===== config.mk =====
export PLATFORM = sky130hd
export DESIGN_NAME = r_type_mdu
export DESIGN_NICKNAME = d
export VERILOG_FILES = /design/src/rtl/r_type_mdu_pkg.sv /design/src/rtl/r_type_mdu_iter.sv /design/src/rtl/r_type_mdu.sv
export SDC_FILE = /design/constraint.sdc
export NUM_CORES = 1
export LEC_CHECK = 0
export BUFFER_PORTS_ARGS = -buffer_cell sky130_fd_sc_hd__buf_2
export CAP_MARGIN = 20
export CORE_MARGIN = 5
export CORE_UTILIZATION = 38
export CTS_CLUSTER_SIZE = 40
export DETAILED_ROUTE_END_ITERATION = 7
export HOLD_SLACK_MARGIN = 0.08
export SLEW_MARGIN = 20
export SYNTH_ARGS = -nofsm -noshare
export SYNTH_HDL_FRONTEND = slang
export SYNTH_SLANG_ARGS = --single-unit

===== constraint.sdc =====
create_clock -name clk -period 8.2 [get_ports clk]
set_input_delay 0.82 -clock clk [delete_from_list [all_inputs] [get_ports clk]]
set_output_delay 0.82 -clock clk [all_outputs]
set_load 0.01 [all_outputs]

===== src/rtl/r_type_mdu_pkg.sv =====
// Shared decode types for the R-type execute unit: op codes, funct7 groups,
// FSM states and the {funct7,funct3} decoder.
package r_type_mdu_pkg;

  localparam logic [6:0] FUNCT7_BASE = 7'b0000000;
  localparam logic [6:0] FUNCT7_ALT  = 7'b0100000;
  localparam logic [6:0] FUNCT7_MEXT = 7'b0000001;

  typedef enum logic [4:0] {
    OP_ADD, OP_SUB, OP_SLL, OP_SLT, OP_SLTU, OP_XOR, OP_SRL, OP_SRA, OP_OR, OP_AND,
    OP_MUL, OP_MULH, OP_MULHSU, OP_MULHU, OP_DIV, OP_DIVU, OP_REM, OP_REMU,
    OP_ILLEGAL
  } rtype_op_e;

  typedef enum logic [1:0] {
    IDLE = 2'd0,
    MUL  = 2'd1,
    DIV  = 2'd2,
    DONE = 2'd3
  } mdu_state_e;

  function automatic rtype_op_e decode_op(input logic [6:0] f7, input logic [2:0] f3);
    rtype_op_e op;
    op = OP_ILLEGAL;
    case (f7)
      FUNCT7_BASE: begin
        case (f3)
          3'd0:    op = OP_ADD;
          3'd1:    op = OP_SLL;
          3'd2:    op = OP_SLT;
          3'd3:    op = OP_SLTU;
          3'd4:    op = OP_XOR;
          3'd5:    op = OP_SRL;
          3'd6:    op = OP_OR;
          default: op = OP_AND;
        endcase
      end
      FUNCT7_ALT: begin
        case (f3)
          3'd0:    op = OP_SUB;
          3'd5:    op = OP_SRA;
          default: op = OP_ILLEGAL;
        endcase
      end
      FUNCT7_MEXT: begin
        case (f3)
          3'd0:    op = OP_MUL;
          3'd1:    op = OP_MULH;
          3'd2:    op = OP_MULHSU;
          3'd3:    op = OP_MULHU;
          3'd4:    op = OP_DIV;
          3'd5:    op = OP_DIVU;
          3'd6:    op = OP_REM;
          default: op = OP_REMU;
        endcase
      end
      default: op = OP_ILLEGAL;
    endcase
    return op;
  endfunction

  function automatic logic op_is_mul(input rtype_op_e op);
    return (op == OP_MUL) || (op == OP_MULH) || (op == OP_MULHSU) || (op == OP_MULHU);
  endfunction

  function automatic logic op_is_div(input rtype_op_e op);
    return (op == OP_DIV) || (op == OP_DIVU) || (op == OP_REM) || (op == OP_REMU);
  endfunction

endpackage


===== src/rtl/r_type_mdu_iter.sv =====
// Iterative multiply/divide datapath: one bit per cycle on operand magnitudes,
// sign fix-up applied to the final step so the result is ready with done.
module r_type_mdu_iter
  import r_type_mdu_pkg::*;
#(
  parameter int XLEN    = 32,
  parameter int SHAMT_W = $clog2(XLEN)
) (
  input  logic            clk,
  input  logic            rst,
  input  logic            start,
  input  rtype_op_e       op,
  input  logic [XLEN-1:0] a,
  input  logic [XLEN-1:0] b,
  output logic            done,
  output logic [XLEN-1:0] res
);

  localparam logic [SHAMT_W:0] CNT_INIT = (SHAMT_W+1)'(XLEN-1);
  localparam logic [SHAMT_W:0] CNT_ONE  = (SHAMT_W+1)'(1);
  localparam logic [SHAMT_W:0] CNT_ZERO = (SHAMT_W+1)'(0);

  logic            r_active;
  logic [SHAMT_W:0] r_cnt;
  logic            r_is_div;
  rtype_op_e       r_op;
  logic            r_neg_q;
  logic            r_neg_r;
  logic [XLEN-1:0] r_hi;
  logic [XLEN-1:0] r_lo;
  logic [XLEN-1:0] r_b;

  logic            w_a_neg;
  logic            w_b_neg;
  logic [XLEN-1:0] w_a_mag;
  logic [XLEN-1:0] w_b_mag;
  logic [XLEN:0]   w_add;
  logic            w_ge;
  logic [XLEN-1:0] w_diff;
  logic [XLEN-1:0] w_hi_n;
  logic [XLEN-1:0] w_lo_n;
  logic [2*XLEN-1:0] w_prod_s;
  logic [XLEN-1:0] w_q;
  logic [XLEN-1:0] w_r;

  // MULHSU treats only rs1 as signed; the unsigned ops never negate.
  assign w_a_neg = a[XLEN-1] & ((op == OP_MUL) || (op == OP_MULH) || (op == OP_MULHSU) ||
                                (op == OP_DIV) || (op == OP_REM));
  assign w_b_neg = b[XLEN-1] & ((op == OP_MUL) || (op == OP_MULH) ||
                                (op == OP_DIV) || (op == OP_REM));
  assign w_a_mag = w_a_neg ? -a : a;
  assign w_b_mag = w_b_neg ? -b : b;

  // One shift-add or restoring-subtract step and the sign-corrected result.
  always_comb begin
    w_add  = {1'b0, r_hi} + (r_lo[0] ? {1'b0, r_b} : {(XLEN+1){1'b0}});
    w_ge   = ({r_hi, r_lo[XLEN-1]} >= {1'b0, r_b});
    w_diff = {r_hi[XLEN-2:0], r_lo[XLEN-1]} - r_b;
    if (r_is_div) begin
      w_hi_n = w_ge ? w_diff : {r_hi[XLEN-2:0], r_lo[XLEN-1]};
      w_lo_n = {r_lo[XLEN-2:0], w_ge};
    end else begin
      w_hi_n = w_add[XLEN:1];
      w_lo_n = {w_add[0], r_lo[XLEN-1:1]};
    end
    w_prod_s = r_neg_q ? -{w_hi_n, w_lo_n} : {w_hi_n, w_lo_n};
    w_q      = r_neg_q ? -w_lo_n : w_lo_n;
    w_r      = r_neg_r ? -w_hi_n : w_hi_n;
    case (r_op)
      OP_MUL:                        res = w_prod_s[XLEN-1:0];
      OP_MULH, OP_MULHSU, OP_MULHU:  res = w_prod_s[2*XLEN-1:XLEN];
      OP_DIV, OP_DIVU:               res = w_q;
      OP_REM, OP_REMU:               res = w_r;
      default:                       res = {XLEN{1'b0}};
    endcase
  end

  assign done = r_active && (r_cnt == CNT_ZERO);

  // Operand capture on start, then one iteration per cycle until the counter hits zero.
  always_ff @(posedge clk) begin
    if (rst) begin
      r_active <= 1'b0;
      r_cnt    <= CNT_ZERO;
      r_is_div <= 1'b0;
      r_op     <= OP_ADD;
      r_neg_q  <= 1'b0;
      r_neg_r  <= 1'b0;
      r_hi     <= {XLEN{1'b0}};
      r_lo     <= {XLEN{1'b0}};
      r_b      <= {XLEN{1'b0}};
    end else if (start) begin
      r_active <= 1'b1;
      r_cnt    <= CNT_INIT;
      r_is_div <= op_is_div(op);
      r_op     <= op;
      r_neg_q  <= w_a_neg ^ w_b_neg;
      r_neg_r  <= w_a_neg;
      r_hi     <= {XLEN{1'b0}};
      r_lo     <= op_is_div(op) ? w_a_mag : w_b_mag;
      r_b      <= op_is_div(op) ? w_b_mag : w_a_mag;
    end else if (r_active) begin
      r_hi     <= w_hi_n;
      r_lo     <= w_lo_n;
      r_cnt    <= r_cnt - CNT_ONE;
      r_active <= (r_cnt != CNT_ZERO);
    end else begin
      r_active <= 1'b0;
    end
  end

endmodule


===== src/rtl/r_type_mdu.sv =====
// R-type execute unit: single-cycle base ALU, iterative M-extension ops,
// valid/ready handshake on both sides.
module r_type_mdu
  import r_type_mdu_pkg::*;
#(
  parameter int XLEN    = 32,
  parameter int SHAMT_W = $clog2(XLEN)
) (
  input  logic            clk,
  input  logic            rst,
  input  logic            in_valid,
  output logic            in_ready,
  input  logic [6:0]      funct7,
  input  logic [2:0]      funct3,
  input  logic [XLEN-1:0] rs1,
  input  logic [XLEN-1:0] rs2,
  output logic            out_valid,
  input  logic            out_ready,
  output logic [XLEN-1:0] result,
  output logic            illegal,
  output logic            busy
);

  localparam logic [XLEN-1:0] X_ZERO = {XLEN{1'b0}};
  localparam logic [XLEN-1:0] X_ONES = {XLEN{1'b1}};
  localparam logic [XLEN-1:0] X_MIN  = {1'b1, {(XLEN-1){1'b0}}};

  mdu_state_e      r_state;
  logic            r_in_ready;
  logic            r_out_valid;
  logic            r_busy;
  logic [XLEN-1:0] r_result;
  logic            r_illegal;

  rtype_op_e       w_op;
  logic [SHAMT_W-1:0] w_shamt;
  logic [XLEN-1:0] w_alu;
  logic            w_div0;
  logic            w_ovf;
  logic            w_special;
  logic [XLEN-1:0] w_special_res;
  mdu_state_e      w_state_nxt;
  logic            w_start;
  logic [XLEN-1:0] w_res_nxt;
  logic            w_ill_nxt;
  logic            w_iter_done;
  logic [XLEN-1:0] w_iter_res;

  assign w_op    = decode_op(funct7, funct3);
  assign w_shamt = rs2[SHAMT_W-1:0];
  assign w_div0  = (rs2 == X_ZERO);
  assign w_ovf   = (rs1 == X_MIN) && (rs2 == X_ONES);

  // Base-op ALU, evaluated on the operands presented at accept.
  always_comb begin
    case (w_op)
      OP_ADD:  w_alu = rs1 + rs2;
      OP_SUB:  w_alu = rs1 - rs2;
      OP_SLL:  w_alu = rs1 << w_shamt;
      OP_SLT:  w_alu = {{(XLEN-1){1'b0}}, ($signed(rs1) < $signed(rs2))};
      OP_SLTU: w_alu = {{(XLEN-1){1'b0}}, (rs1 < rs2)};
      OP_XOR:  w_alu = rs1 ^ rs2;
      OP_SRL:  w_alu = rs1 >> w_shamt;
      OP_SRA:  w_alu = $signed(rs1) >>> w_shamt;
      OP_OR:   w_alu = rs1 | rs2;
      OP_AND:  w_alu = rs1 & rs2;
      default: w_alu = X_ZERO;
    endcase
  end

  // Divide-by-zero and signed overflow bypass the iteration entirely.
  always_comb begin
    w_special = ((w_op == OP_DIVU) || (w_op == OP_REMU)) ? w_div0 :
                ((w_op == OP_DIV)  || (w_op == OP_REM))  ? (w_div0 || w_ovf) : 1'b0;
    case (w_op)
      OP_DIV:  w_special_res = w_div0 ? X_ONES : rs1;
      OP_DIVU: w_special_res = X_ONES;
      OP_REM:  w_special_res = w_div0 ? rs1 : X_ZERO;
      OP_REMU: w_special_res = rs1;
      default: w_special_res = X_ZERO;
    endcase
  end

  // Next-state, iterator start and next result/illegal values.
  always_comb begin
    w_state_nxt = r_state;
    w_start     = 1'b0;
    w_res_nxt   = r_result;
    w_ill_nxt   = r_illegal;
    case (r_state)
      IDLE: begin
        if (in_valid) begin
          w_ill_nxt = 1'b0;
          if (w_op == OP_ILLEGAL) begin
            w_state_nxt = DONE;
            w_res_nxt   = X_ZERO;
            w_ill_nxt   = 1'b1;
          end else if (op_is_mul(w_op)) begin
            w_state_nxt = MUL;
            w_start     = 1'b1;
          end else if (op_is_div(w_op) && !w_special) begin
            w_state_nxt = DIV;
            w_start     = 1'b1;
          end else if (op_is_div(w_op)) begin
            w_state_nxt = DONE;
            w_res_nxt   = w_special_res;
          end else begin
            w_state_nxt = DONE;
            w_res_nxt   = w_alu;
          end
        end else begin
          w_state_nxt = IDLE;
        end
      end
      MUL, DIV: begin
        if (w_iter_done) begin
          w_state_nxt = DONE;
          w_res_nxt   = w_iter_res;
        end else begin
          w_state_nxt = r_state;
        end
      end
      DONE: begin
        if (out_ready) begin
          w_state_nxt = IDLE;
        end else begin
          w_state_nxt = DONE;
        end
      end
      default: w_state_nxt = IDLE;
    endcase
  end

  // State and registered handshake outputs.
  always_ff @(posedge clk) begin
    if (rst) begin
      r_state     <= IDLE;
      r_in_ready  <= 1'b1;
      r_out_valid <= 1'b0;
      r_busy      <= 1'b0;
      r_result    <= X_ZERO;
      r_illegal   <= 1'b0;
    end else begin
      r_state     <= w_state_nxt;
      r_in_ready  <= (w_state_nxt == IDLE);
      r_out_valid <= (w_state_nxt == DONE);
      r_busy      <= (w_state_nxt != IDLE);
      r_result    <= w_res_nxt;
      r_illegal   <= w_ill_nxt;
    end
  end

  r_type_mdu_iter #(
    .XLEN    (XLEN),
    .SHAMT_W (SHAMT_W)
  ) u_iter (
    .clk   (clk),
    .rst   (rst),
    .start (w_start),
    .op    (w_op),
    .a     (rs1),
    .b     (rs2),
    .done  (w_iter_done),
    .res   (w_iter_res)
  );

  assign in_ready  = r_in_ready;
  assign out_valid = r_out_valid;
  assign result    = r_result;
  assign illegal   = r_illegal;
  assign busy      = r_busy;

endmodule


==> run summary <==
The flow ran to the end, and the final reports show no timing, DRC or antenna violations. STA classifies the critical path startpoint as a flop. The average instance in the mapped netlist occupies 6.86 um^2. The clock arrives with 9.46 ps of skew.

Counting cells, the worst reg-to-reg path comes to 18. The most critical setup path has its startpoint at u_iter.r_b[24]. The remaining design rule violation count came out at 0.

The final count of hold timing violations came out at 0. The maximum number of buffers from clock root to sink is 2. The static leakage is 9.99 nW.

The worst register-to-register path begins at u_iter.r_b[24]. Buffers inserted to repair hold after CTS numbered 0. Post-CTS timing repair inserted 0 buffers for setup. The worst hold slack across all endpoints came out at 468 ps. The placed standard-cell area came out at 25,600 um^2. The area overhead of the layout relative to synthesis came out at 6.41%.

The post-layout instance area came out at 26,100 um^2. The number of rows in the core area is 93. The core box area came out at 64,200 um^2.

The clock period minus worst slack came out at 5630 ps. The top achievable clock speed is 178 MHz. The yosys synthesis warning count came out at 0.

The sequential element share of the synthesized area is 0.121. The share of the cycle needed by the critical path after routing came out at 0.687. The async set or reset register ratio after synthesis came out at 0. The TritonCTS clock tree is yes. The number of sinks handled by clock tree synthesis is 149. After clock tree synthesis, the repair step resized 0 gates. The wire length of the first global-routing pass came out at 163 mm.

Dividing total power by cell area gives a power density of 91.4 nW/um^2. The deepest level of the CTS H-tree is 4. The horizontal die dimension is 264 um. The number of clock buffers inserted by TritonCTS is 17.

The initial antenna violation count is 3. The worst-case IR drop observed on VDD is 0.149 mV. The number of endpoints failing setup at the final stage is 0. The library cells used most frequently in the layout, excluding fill and tap cells, are sky130_fd_sc_hd__a21oi_1, sky130_fd_sc_hd__nand2_1, sky130_fd_sc_hd__nor2_1, sky130_fd_sc_hd__o21ai_0. The number of flops mapped to enable cells by yosys came out at 0. The setup TNS is 0 ps. The clock transition at the registers of the reported paths came out at 70 ps. Before antenna repair, the detailed router went through 6 iterations. The tree is rooted in a sky130_fd_sc_hd__clkbuf_16. The multi-input gate area in the final layout came out at 19,900 um^2.

In the routed layout, each cell is associated on average with a via count of 6.42. The number of nets in the synthesized netlist is 3,833. The tool flagged a number of max-cap violations equal to 0.

The arrival time reported for the critical path endpoint came out at 5940 ps. The maximum fanout along the worst path is 12. The net count reported at finish is 3,739.

The actual transition at the worst max-transition pin is 1230 ps. The setup slack of the worst register-to-register path came out at 2570 ps. In the synthesized netlist, the number of instances is 3,582. Input and output buffers added on the ports amount to 113. The die is 264 um tall. The vias after detailed routing came out at 28,000. The number of max-slew violations in the final report is 0. The total power consumption of the routed design came out at 0.00239 W.

Entering global routing, the biggest net connects 82 pins. In this run the worst hold path is classified as reg -> reg. In this run the critical register-to-register path is captured at result[24]. The clock latency at the later pin of the worst-skew pair is 450 ps.

The number of global-route vias before repair came to 25,500. STA classifies the critical path endpoint as a flop. The summed instance area of the synthesized netlist is 24,600 um^2.

The sequential cell area came out at 2990 um^2. The first-iteration detailed-routing DRC count is 3,120. The initial standard-cell utilization of the core is 0.383. The category of the most critical setup path is reg -> reg. After detailed routing, the average wire length per cell comes to 25.5 um. The tightest slew margin relative to the limit came out at 0.172. The data required time at the worst endpoint is 8510 ps. The total overflow left after global routing is 0.

At the end of routability-driven placement, the weighted congestion stood at 1.03. The share of cells above drive strength 1 is 0.0903. The overall global routing resource usage is 0.299.

The flop and latch count out of synthesis is 149. The overall routed net length came out at 111 mm. The layout has 6,927 filler cells. The number of top-level pins is 114. In this run the worst setup path terminates at result[24]. The total die area came out at 69,900 um^2.

The post-synthesis cell type count is 107. The commonest register cell after synthesis is sky130_fd_sc_hd__dfxtp_1. Setup repair after global routing left no endpoint under its margin.

The post-DP HPWL is 87.0 mm. The most common cell after layout, fill and taps aside is sky130_fd_sc_hd__a21oi_1. The remaining antenna violation count came out at 0.
## how the worst min path moves through the flow
stage	end	slack, ps	cells after the start	startpoint
3_3_place_gp	u_iter.r_op[0]	440	2	u_iter.r_op[0]
3_5_place_dp	u_iter.r_op[0]	460	2	u_iter.r_op[0]
5_1_grt	u_iter.r_b[12]	490	2	u_iter.r_b[12]
2_1_floorplan	u_iter.r_op[0]	440	2	u_iter.r_op[0]
6_report	u_iter.r_b[4]	470	2	u_iter.r_b[4]
4_1_cts	u_iter.r_b[4]	470	2	u_iter.r_b[4]
## logic make-up (layout without fill, tap and decap cells)
family / after synthesis / in the layout / share of synthesized area
buffers and inverters: 446 / 365 / 0.0699
muxes: 155 / 155 / 0.0802
other: 0 / 2 / 0
and+or+nand+nor: 1157 / 1157 / 0.222
adders and majority gates: 173 / 173 / 0.0893
DFF: 149 / 149 / 0.121
AOI/OAI and AO/OA: 1295 / 1295 / 0.344
xor gates and xnor gates: 207 / 207 / 0.0738
## cells in the mapped netlist, types with 38 or more instances
cell                       instances  area [um^2]
sky130_fd_sc_hd__nand3_1          57          285
sky130_fd_sc_hd__nand2_1         348         1310
sky130_fd_sc_hd__clkbuf_1        206          773
sky130_fd_sc_hd__dfxtp_1         149         2980
sky130_fd_sc_hd__or3_1            44          275
sky130_fd_sc_hd__mux2i_1         107         1070
sky130_fd_sc_hd__a211oi_1         87          653
sky130_fd_sc_hd__nand4_1          38          238
sky130_fd_sc_hd__ha_1            169         2110
sky130_fd_sc_hd__a21oi_1         369         1850
sky130_fd_sc_hd__inv_1           169          634
sky130_fd_sc_hd__nor2_1          346         1300
sky130_fd_sc_hd__o21ai_0         279         1400
sky130_fd_sc_hd__and2_1           47          294
sky130_fd_sc_hd__o211ai_1        115          863
sky130_fd_sc_hd__buf_1            45          169
sky130_fd_sc_hd__nand2b_1         39          244
sky130_fd_sc_hd__xnor2_1         147         1290
sky130_fd_sc_hd__xor2_1           60          526
sky130_fd_sc_hd__nor3_1           95          475
sky130_fd_sc_hd__o31ai_1          48          360
sky130_fd_sc_hd__a21o_1           39          293
## registers in the layout, indices dropped and copies added (netlist names)
signal / count
u_iter.r_is_div: 1
u_iter.r_neg_q: 1
u_iter.r_neg_r: 1
u_iter.r_active: 1
u_iter.r_lo: 32
illegal: 1
u_iter.r_op: 5
r_state: 2
out_valid: 1
in_ready: 1
u_iter.r_cnt: 6
busy: 1
result: 32
u_iter.r_hi: 32
u_iter.r_b: 32
## worst max-delay path: stages, from the launching register on
cell	delay (ps)
sky130_fd_sc_hd__dfxtp_1	350
sky130_fd_sc_hd__inv_1	50
sky130_fd_sc_hd__ha_1	390
sky130_fd_sc_hd__a21oi_2	260
sky130_fd_sc_hd__o21ai_0	190
sky130_fd_sc_hd__a21oi_1	290
sky130_fd_sc_hd__o211ai_4	170
sky130_fd_sc_hd__o41ai_2	590
sky130_fd_sc_hd__ha_1	330
sky130_fd_sc_hd__o211ai_1	130
sky130_fd_sc_hd__nand2b_1	240
sky130_fd_sc_hd__or2_2	350
sky130_fd_sc_hd__nand2b_1	280
sky130_fd_sc_hd__or2_2	460
sky130_fd_sc_hd__or4_1	670
sky130_fd_sc_hd__o31ai_2	260
sky130_fd_sc_hd__xnor2_1	120
sky130_fd_sc_hd__a211oi_1	240
sky130_fd_sc_hd__o21ai_0	100
## layout make-up
class                   instances  share of cell area
diodes                          2            0.000191
clock buffers                  17              0.0163
clock inverters                15             0.00522
inverters                     171              0.0245
multi-input cells            2987               0.763
flip-flops and latches        149               0.114
well taps                     855              0.0409
repair buffers                162              0.0359
## power by group
part,internal [W],switching (W),leakage (nW)
logic,0.000273,0.000557,8.50
registers,0.000750,0.0000290,1.21
clock network,0.000401,0.000381,0.280
total,0.00142,0.000967,9.99
## per-stage QoR
stage	setup WS [ps]	instances	util
2_1_floorplan	2430	3582	-
3_3_place_gp	2440	4324	0.398
3_5_place_dp	2370	4324	0.398
4_1_cts	2640	4356	0.407
5_1_grt	2260	4356	0.407
6_report	2570	4358	0.407
## per-layer routing
metal	global-route usage	vias up	part of all wire
met4	0.128	0	0.049
met3	0.0273	235	0.078
li1	-	13000	-
met5	0	-	0
met1	0.403	13300	0.42
met2	0.492	1393	0.46
No activity file was read; power rests on OpenSTA's default activity.
